`config.mk`:
```
export PLATFORM = sky130hd
export DESIGN_NAME = mat_operand_buffer
export DESIGN_NICKNAME = d
export VERILOG_FILES = /design/src/rtl/mob_pkg.sv /design/src/rtl/mob_mat_store.sv /design/src/rtl/mat_operand_buffer.sv
export SDC_FILE = /design/constraint.sdc
export NUM_CORES = 1
export LEC_CHECK = 0
export BUFFER_PORTS_ARGS = -buffer_cell sky130_fd_sc_hd__buf_4
export CORE_UTILIZATION = 60
export DETAILED_ROUTE_END_ITERATION = 8
export GPL_TIMING_DRIVEN = 0
export PLACE_DENSITY = 0.8
export REMOVE_ABC_BUFFERS = 1
export SLEW_MARGIN = 20
export SYNTH_ARGS = -nofsm -noshare
export SYNTH_HDL_FRONTEND = slang
export SYNTH_SLANG_ARGS = --single-unit
```
`constraint.sdc`:
```
create_clock -name i_clk -period 4.58 [get_ports i_clk]
set_clock_uncertainty 0.2 [all_clocks]
set_input_delay 0.916 -clock i_clk [delete_from_list [all_inputs] [get_ports i_clk]]
set_output_delay 0.916 -clock i_clk [all_outputs]
set_load 0.01 [all_outputs]
```
`src/rtl/mob_pkg.sv`:
```
// rtl/mob_pkg.sv - shared state type, depth constant and dimension check for mat_operand_buffer
package mob_pkg;

   typedef enum logic [2:0] {IDLE, LOAD_W, LOAD_X, STREAM, DONE} state_t;

   localparam int N_DEF     = 3;
   localparam int DEPTH_DEF = N_DEF * N_DEF;

   // A product W*X is only legal when every dimension fits the storage and the inner dimensions agree.
   function automatic logic dims_err(input int unsigned rw, input int unsigned cw,
                                     input int unsigned rx, input int unsigned cx,
                                     input int unsigned n);
      return (rw == 0) || (cw == 0) || (rx == 0) || (cx == 0) ||
             (rw > n) || (cw > n) || (rx > n) || (cx > n) || (cw != rx);
   endfunction

endpackage

```
`src/rtl/mob_mat_store.sv`:
```
// rtl/mob_mat_store.sv - N*N element register array with clear-all and N parallel column or row taps
module mob_mat_store
   import mob_pkg::*;
#(
   parameter int DATA_W   = 4,
   parameter int N        = N_DEF,
   parameter int DEPTH    = DEPTH_DEF,
   parameter int AW       = 4,
   parameter int SEL_W    = 2,
   parameter bit ROW_TAPS = 1'b0
) (
   input  logic                i_clk,
   input  logic                i_rst_n,
   input  logic                i_clr,
   input  logic                i_we,
   input  logic [AW-1:0]       i_waddr,
   input  logic [DATA_W-1:0]   i_wdata,
   input  logic [SEL_W-1:0]    i_sel,
   output logic [N*DATA_W-1:0] o_taps
);

   logic [DATA_W-1:0] r_mem [DEPTH];

   always_ff @(posedge i_clk or negedge i_rst_n) begin
      if (!i_rst_n) begin
         r_mem <= '{default: '0};
      end else if (i_clr) begin
         r_mem <= '{default: '0};
      end else if (i_we) begin
         r_mem[i_waddr] <= i_wdata;
      end
   end

   // Column taps give slice g = mem[g][sel]; row taps give slice g = mem[sel][g].
   always_comb begin
      o_taps = '0;
      for (int g = 0; g < N; g++) begin
         if (ROW_TAPS) begin
            o_taps[g*DATA_W +: DATA_W] = r_mem[AW'(32'(i_sel) * N + g)];
         end else begin
            o_taps[g*DATA_W +: DATA_W] = r_mem[AW'(g * N + 32'(i_sel))];
         end
      end
   end

endmodule

```
`src/rtl/mat_operand_buffer.sv`:
```
// rtl/mat_operand_buffer.sv - loads W then X row-major and streams one W column / X row per beat to the MAC array
module mat_operand_buffer
   import mob_pkg::*;
#(
   parameter int DATA_W = 4,
   parameter int N      = N_DEF,
   parameter int DIM_W  = $clog2(N + 1)
) (
   input  logic                i_clk,
   input  logic                i_rst_n,
   input  logic                i_clear,
   input  logic                i_start,
   input  logic [DIM_W-1:0]    i_rows_w,
   input  logic [DIM_W-1:0]    i_cols_w,
   input  logic [DIM_W-1:0]    i_rows_x,
   input  logic [DIM_W-1:0]    i_cols_x,
   input  logic                i_in_valid,
   input  logic [DATA_W-1:0]   i_in_data,
   output logic                o_in_ready,
   output logic                o_out_valid,
   input  logic                i_out_ready,
   output logic [N*DATA_W-1:0] o_out_w,
   output logic [N*DATA_W-1:0] o_out_x,
   output logic                o_out_last,
   output logic                o_mac_clear,
   output logic                o_busy,
   output logic                o_err
);

   localparam int DEPTH = N * N;
   localparam int AW    = (DEPTH > 1) ? $clog2(DEPTH) : 1;

   state_t              r_state;
   logic [DIM_W-1:0]    r_rw, r_cw, r_rx, r_cx;
   logic [DIM_W-1:0]    r_row, r_col, r_k;
   logic                r_in_ready, r_out_valid, r_out_last, r_mac_clear, r_busy, r_err;

   logic                w_start_ok, w_dims_bad, w_accept, w_xfer;
   logic                w_row_end, w_mat_end, w_mem_clr, w_we_w, w_we_x;
   logic [DIM_W-1:0]    w_rows, w_cols;
   logic [AW-1:0]       w_waddr;
   logic [N*DATA_W-1:0] w_taps_w, w_taps_x;

   assign w_start_ok = i_start && !i_clear && ((r_state == IDLE) || (r_state == DONE));
   assign w_dims_bad = dims_err(32'(i_rows_w), 32'(i_cols_w), 32'(i_rows_x), 32'(i_cols_x), N);
   assign w_accept   = i_in_valid && r_in_ready;
   assign w_xfer     = r_out_valid && i_out_ready;

   // One shared row/column walker serves both load phases; bounds switch with the phase.
   assign w_rows    = (r_state == LOAD_X) ? r_rx : r_rw;
   assign w_cols    = (r_state == LOAD_X) ? r_cx : r_cw;
   assign w_row_end = (r_col == w_cols - DIM_W'(1));
   assign w_mat_end = w_row_end && (r_row == w_rows - DIM_W'(1));
   assign w_waddr   = AW'(r_row) * AW'(N) + AW'(r_col);

   assign w_mem_clr = i_clear || (w_start_ok && !w_dims_bad);
   assign w_we_w    = w_accept && (r_state == LOAD_W);
   assign w_we_x    = w_accept && (r_state == LOAD_X);

   mob_mat_store #(
      .DATA_W(DATA_W), .N(N), .DEPTH(DEPTH), .AW(AW), .SEL_W(DIM_W), .ROW_TAPS(1'b0)
   ) u_store_w (
      .i_clk(i_clk), .i_rst_n(i_rst_n), .i_clr(w_mem_clr), .i_we(w_we_w),
      .i_waddr(w_waddr), .i_wdata(i_in_data), .i_sel(r_k), .o_taps(w_taps_w)
   );

   mob_mat_store #(
      .DATA_W(DATA_W), .N(N), .DEPTH(DEPTH), .AW(AW), .SEL_W(DIM_W), .ROW_TAPS(1'b1)
   ) u_store_x (
      .i_clk(i_clk), .i_rst_n(i_rst_n), .i_clr(w_mem_clr), .i_we(w_we_x),
      .i_waddr(w_waddr), .i_wdata(i_in_data), .i_sel(r_k), .o_taps(w_taps_x)
   );

   always_ff @(posedge i_clk or negedge i_rst_n) begin
      if (!i_rst_n) begin
         r_state     <= IDLE;
         r_rw        <= '0;
         r_cw        <= '0;
         r_rx        <= '0;
         r_cx        <= '0;
         r_row       <= '0;
         r_col       <= '0;
         r_k         <= '0;
         r_in_ready  <= 1'b0;
         r_out_valid <= 1'b0;
         r_out_last  <= 1'b0;
         r_mac_clear <= 1'b0;
         r_busy      <= 1'b0;
         r_err       <= 1'b0;
      end else if (i_clear) begin
         r_state     <= IDLE;
         r_row       <= '0;
         r_col       <= '0;
         r_k         <= '0;
         r_in_ready  <= 1'b0;
         r_out_valid <= 1'b0;
         r_out_last  <= 1'b0;
         r_mac_clear <= 1'b0;
         r_busy      <= 1'b0;
         r_err       <= 1'b0;
      end else begin
         r_mac_clear <= 1'b0;
         case (r_state)
            IDLE, DONE: begin
               if (w_start_ok) begin
                  if (w_dims_bad) begin
                     r_err   <= 1'b1;
                     r_state <= IDLE;
                  end else begin
                     r_err      <= 1'b0;
                     r_rw       <= i_rows_w;
                     r_cw       <= i_cols_w;
                     r_rx       <= i_rows_x;
                     r_cx       <= i_cols_x;
                     r_row      <= '0;
                     r_col      <= '0;
                     r_k        <= '0;
                     r_in_ready <= 1'b1;
                     r_busy     <= 1'b1;
                     r_state    <= LOAD_W;
                  end
               end
            end
            LOAD_W, LOAD_X: begin
               if (w_accept) begin
                  if (w_row_end) begin
                     r_col <= '0;
                     r_row <= w_mat_end ? '0 : r_row + DIM_W'(1);
                  end else begin
                     r_col <= r_col + DIM_W'(1);
                  end
                  if (w_mat_end) begin
                     if (r_state == LOAD_W) begin
                        r_state <= LOAD_X;
                     end else begin
                        r_state     <= STREAM;
                        r_in_ready  <= 1'b0;
                        r_out_valid <= 1'b1;
                        r_mac_clear <= 1'b1;
                        r_k         <= '0;
                        r_out_last  <= (r_cw == DIM_W'(1));
                     end
                  end
               end
            end
            STREAM: begin
               if (w_xfer) begin
                  if (r_out_last) begin
                     r_state     <= DONE;
                     r_out_valid <= 1'b0;
                     r_out_last  <= 1'b0;
                     r_busy      <= 1'b0;
                  end else begin
                     r_k        <= r_k + DIM_W'(1);
                     r_out_last <= (r_k + DIM_W'(2) == r_cw);
                  end
               end
            end
            default: r_state <= IDLE;
         endcase
      end
   end

   assign o_in_ready  = r_in_ready;
   assign o_out_valid = r_out_valid;
   assign o_out_last  = r_out_last;
   assign o_mac_clear = r_mac_clear;
   assign o_busy      = r_busy;
   assign o_err       = r_err;
   assign o_out_w     = r_out_valid ? w_taps_w : '0;
   assign o_out_x     = r_out_valid ? w_taps_x : '0;

endmodule

```
# == Yosys cells after proc, flatten, opt, wreduce, memory -nomap -nowiden ==
# Cells that the tools add are included.
# word_totals
inputBits,18
ff_bits,95
output_inout_bits,30
elab_cells,211
# op_classes
n_addsub,11
magnitude_cmp,8
reduce_logical,42
bitwise_logic,9
eq_ne,18
muxes,89
n_mul,2
# ops
cell,count
36-bit 2-to-1 mux,4
4-bit binary-select mux with 4-bit select,6
36-bit bitwise mux,2
4-bit 2-to-1 mux,13
"5-bit greater-or-equal comparator, second input constant",7
2-bit 2-to-1 mux,17
1-bit 2-to-1 mux,30
4-bit NOT with 5-bit output,6
"3-bit inequality test, second input constant",9
12-bit 2-to-1 mux,2
5-bit AND reduction,4
3-bit 2-to-1 mux,6
4-bit demux with 4-bit select,1
6-bit AND reduction,2
1-bit logical AND,9
3-bit one-hot mux with 3 select lines,1
3-bit nonzero test,3
2-bit logical NOT,4
"2-bit by 2-bit multiplier with 4-bit output, second input constant",2
1-bit one-hot mux with 2 select lines,4
2-bit one-hot mux with 2 select lines,2
4-bit AND reduction,2
8-bit AND reduction,1
2-bit nonzero test,4
24 further kinds,38

# == Longest topological paths before layout ==
# logic_depth
ltp_word,10
depth_mapped,11

# == By module ==
# A second synthesis with hierarchy kept.
# hier_totals
hier_cells,607
area_unflattened_um2,6125.9
# modules_own_cells
mod,area_each_um2,cells_each,n_inst,seq_area_each_um2
mob_mat_store at u_store_x,2321.0,243,1,900.9
mob_mat_store at u_store_w,2103.3,179,1,900.9
mat_operand_buffer,1701.6,185,1,575.6

# == Least setup slack after synthesis ==
# No wires, ideal clock.
# synth_path
path_kind,reg-to-output
start,reg r_k[0]
end,out o_out_x[0]
setup_slack_ns,0.632
arrival_time_ns,2.832
path_stages_with_launch,11
required_time_ns,3.464
cell_sequence,dfrtp_1 buf_2 buf_2 buf_2 inv_1 ha_1 buf_2 clkbuf_1 mux4_2 mux2i_1 o22ai_1
# synth_via
elab_chain_len,6
# synth_rtl
item,line_no,text
from (decl),mat_operand_buffer.sv:35,"logic [DIM_W-1:0] r_row, r_col, r_k;"
from (signal assigned),mat_operand_buffer.sv:154,r_k <= r_k + DIM_W'(1);
2-bit by 2-bit multiplier with 4-bit output,mob_mat_store.sv:39,o_taps[g*DATA_W +: DATA_W] = r_mem[AW'(32'(i_sel) * N + g)];
4-bit NOT with 5-bit output (not written as such),mob_mat_store.sv:39,
4-bit binary-select mux with 4-bit select,mob_mat_store.sv:39,
4-bit 2-to-1 mux (not written as such) (2 in series),mob_mat_store.sv:39,
12-bit 2-to-1 mux,mat_operand_buffer.sv:171,assign o_out_x = r_out_valid ? w_taps_x : '0;
to (decl),mat_operand_buffer.sv:23,"output logic [N*DATA_W-1:0] o_out_x,"
# Every way passes these cells. The select of a mux whose other input is x is not followed.

# == Worst setup path after layout ==
# layout_path
start,reg r_k[1]
end,out o_out_x[9]
# layout_via
elab_chain_len,7
# layout_rtl
item,line_no
2-bit by 2-bit multiplier with 4-bit output,mob_mat_store.sv:39
4-bit by 2-bit adder with 4-bit output,mob_mat_store.sv:39
4-bit NOT with 5-bit output (not written as such),mob_mat_store.sv:39
4-bit binary-select mux with 4-bit select,mob_mat_store.sv:39
4-bit 2-to-1 mux (not written as such) (2 in series),mob_mat_store.sv:39
12-bit 2-to-1 mux,mat_operand_buffer.sv:171
# Every way passes these cells. The select of a mux whose other input is x is not followed.

==> flow_metrics.env <==
export IMPL_dieArea_sq_um=9970
export IMPL_cts_inserted_buffers=9
export IMPL_crit_type="flop to output port"
export IMPL_crit_path_max_fanout=31
export IMPL_post_route_period_util_pct=95.9
export IMPL_power_density_nw_per_um2=274
export IMPL_synth_edf_count=0
export IMPL_finalCriticalPeriod_ns=4.39
export IMPL_tns_ns=0
export IMPL_synth_async_sr_flop_share_pct=100
export IMPL_cp_required_ns=3.46
export IMPL_initial_utilization_pct=62.1
export IMPL_cts_root_buf="clkbuf_8"
export IMPL_reg2reg_depth=7
export IMPL_final_core_util_pct=69.8
export IMPL_core_area_sq_um=9240
export IMPL_use_met1_pct=44.0
export IMPL_post_dp_cell_area_sq_um=6180
export IMPL_endpoint_kind="output port"
export IMPL_synth_flop_cell="dfrtp_1"
export IMPL_grt_use_met2_pct=51.9
export IMPL_r2r_setup_slack_ns=0.96
export IMPL_avgSynthCellArea_sq_um=10.5
export IMPL_outcome="completed"
export IMPL_n_antenna_cell=0
export IMPL_slew_viol_final=0
export IMPL_cap_viol_max_count=0
export IMPL_crit_arrival_ns=3.28
export IMPL_maxSlewHeadroom_pct=33.8
export IMPL_finalSetupViolations=0
export IMPL_holdWs_ns=0.304
export IMPL_final_nets=594
export IMPL_gp_congestion=0.921
export IMPL_min_path_type="flop to flop"
export IMPL_worstSkewPairLatency_ns=0.37
export IMPL_io_pins=48
export IMPL_die_x_microns=99.8
export IMPL_dieHeight_microns=99.8
export IMPL_path_clk_slew_ns=0.09
export IMPL_cts_num_sinks=95
export IMPL_globalRouteOverflowTotal=0
export IMPL_dp_hpwl_microns=9880
export IMPL_final_hold_violation_count=0
export IMPL_grt_pass1_vias=4699
export IMPL_numPortBuffers=47
export IMPL_leakage_nw=2.56
export IMPL_postCtsHoldBufs=0
export IMPL_drtIter0Drc=400
export IMPL_synth_seq_area_share_pct=41.4
export IMPL_rsz0062_at_grt="no"
export IMPL_dr_pass1_iters=5
export IMPL_grt_use_total_pct=31.6
export IMPL_vias=4736
export IMPL_grt_max_degree=96
export IMPL_endpoint="o_out_x[9]"
export IMPL_wl_per_cell_microns=20.5
export IMPL_cts_tree="done"
export IMPL_r2r_start="r_row[1]"
export IMPL_netlist_instances=545
export IMPL_htreeDepth=3
export IMPL_fmax_mhz=228
export IMPL_antenna_found_initial=0
export IMPL_drc=0
export IMPL_vias_per_cell=6.77
export IMPL_tightest_slew_ns=0.993
export IMPL_drive_gt1_share_pct=22.1
export IMPL_startpoint_type="flop"
export IMPL_syn_to_final_growth_pct=12.4
export IMPL_syn_area_sq_um=5740
export IMPL_grt_pass1_wl_microns=24300
export IMPL_top_usage_layer="met2"
export IMPL_routed_wirelength_microns=14300
export IMPL_antenna_left=0
export IMPL_grtUsageMet3_pct=4.04
export IMPL_irDropWorstVdd_v=0.000214
export IMPL_synth_cell_type_count=53
export IMPL_r2r_end="u_store_w.r_mem[24]"
export IMPL_yosys_warnings=0
export IMPL_ys_seq_elements=95
export IMPL_final_area_sq_um=6450
export IMPL_cp_startpoint="r_k[1]"
export IMPL_num_rows=35
export IMPL_clockBufferDepth=2
-- area by class of cell --
| type | instances | area, sq um |
|---|---|---|
| Timing Repair Buffer | 50 | 424 |
| Tap cell | 129 | 161 |
| Sequential cell | 95 | 2380 |
| Multi-Input combinational cell | 399 | 3190 |
| Fill cell | 678 | 2790 |
| Inverter | 11 | 41.3 |
| Clock inverter | 6 | 116 |
| Clock buffer | 10 | 138 |
-- metrics by stage --
| stage | total power [W] | setup WS, ns | instances |
|---|---|---|---|
| finish | 0.00177 | 0.186 | 700 |
| floorplan | 0.00101 | -0.179 | 505 |
| detailed placement | 0.00109 | 0.304 | 684 |
| CTS | 0.00177 | 0.212 | 700 |
| global route | 0.00183 | 0.0807 | 700 |
| global placement | 0.00108 | -1.14 | 681 |
-- synth_stat cells, types with 3 or more instances --
master	number	share of area [%]
nand3_1	35	3.1
clkbuf_1	21	1.4
mux2_2	8	1.6
a32o_1	36	6.3
o22ai_1	6	0.65
o21ai_0	9	0.78
nand2_1	59	3.9
nand2b_1	16	1.7
mux4_2	32	13
a21oi_1	52	4.5
buf_1	8	0.52
nor4_1	3	0.33
nor2b_1	11	1.2
dfrtp_1	95	41
inv_1	10	0.65
mux2i_1	23	4.0
ha_1	8	1.7
o21ai_1	4	0.35
nor2_1	24	1.6
mux2_1	3	0.59
and2_1	18	2.0
a31oi_1	4	0.44
nor3_1	11	0.96
buf_2	9	0.78
-- timing repair --
item,in CTS,in global routing
buffers inserted,0,0
endpoints found under the setup margin,8,0
endpoints found under the hold margin,0,0
resized for setup,1,0
-- cell families after synthesis --
| kind of cell | count (synthesis) | synth area share [%] |
|---|---|---|
| flip-flops | 95 | 41.4 |
| adder cells (fa/ha/maj) | 10 | 2.44 |
| AO/OA/AOI/OAI | 126 | 15.5 |
| buffers and inverters | 51 | 3.79 |
| multiplexers | 66 | 18.7 |
| XOR/XNOR | 3 | 0.458 |
| AND/OR/NAND/NOR | 194 | 17.7 |
-- registers in the layout, indices dropped and copies added, names as in the netlist --
name	cells
r_cx	2
r_rx	2
o_busy	1
r_k	2
r_cw	2
o_out_last	1
o_in_ready	1
o_err	1
r_row	2
o_mac_clear	1
o_out_valid	1
r_state	3
u_store_w.r_mem	36
r_rw	2
u_store_x.r_mem	36
r_col	2
-- how the worst min path moves through the flow --
stage	start	to	slack, ns	cells after the start
after floorplan	u_store_w.r_mem[15]	u_store_w.r_mem[15]	0.26	1
after global placement	u_store_w.r_mem[15]	u_store_w.r_mem[15]	0.27	1
after CTS	u_store_w.r_mem[3]	u_store_w.r_mem[3]	0.30	1
after global routing	u_store_w.r_mem[15]	u_store_w.r_mem[15]	0.33	1
after detailed placement	u_store_w.r_mem[3]	u_store_w.r_mem[3]	0.28	1
final	u_store_w.r_mem[3]	u_store_w.r_mem[3]	0.30	1
-- where the power goes --
group / internal (W) / switching (W)
combinational: 0.0000720 / 0.000110
sequential: 0.000866 / 0.0000317
clock: 0.000381 / 0.000304
total: 0.00132 / 0.000446
-- cell usage in the layout, fill, tap and decap left out, types with 11 or more instances in the layout --
| master | netlist | final |
|---|---|---|
| a21oi_1 | 52 | 52 |
| nor2b_1 | 11 | 11 |
| mux4_2 | 32 | 32 |
| nand3_1 | 35 | 35 |
| nor3_1 | 11 | 11 |
| nor2_1 | 24 | 23 |
| and2_1 | 18 | 18 |
| mux2i_1 | 23 | 23 |
| dfrtp_1 | 95 | 94 |
| nand2_1 | 59 | 59 |
| a32o_1 | 36 | 36 |
| buf_4 | 0 | 46 |
| nand2b_1 | 16 | 16 |
-- routing by layer --
metal	wire length [microns]	vias up
li1	-	2087
met1	5880	2413
met2	7250	209
met3	910	27
met4	290	0
met5	0	-
-- worst max-delay path: stages (launching register included) --
cell and delay, ns:
dfrtp_1 0.87, inv_1 0.32, ha_4 0.67, mux4_2 0.40
mux2i_1 0.19, o21ai_0 0.13, and2_1 0.18, buf_4 0.14
Power figures use the tool's default switching activity.
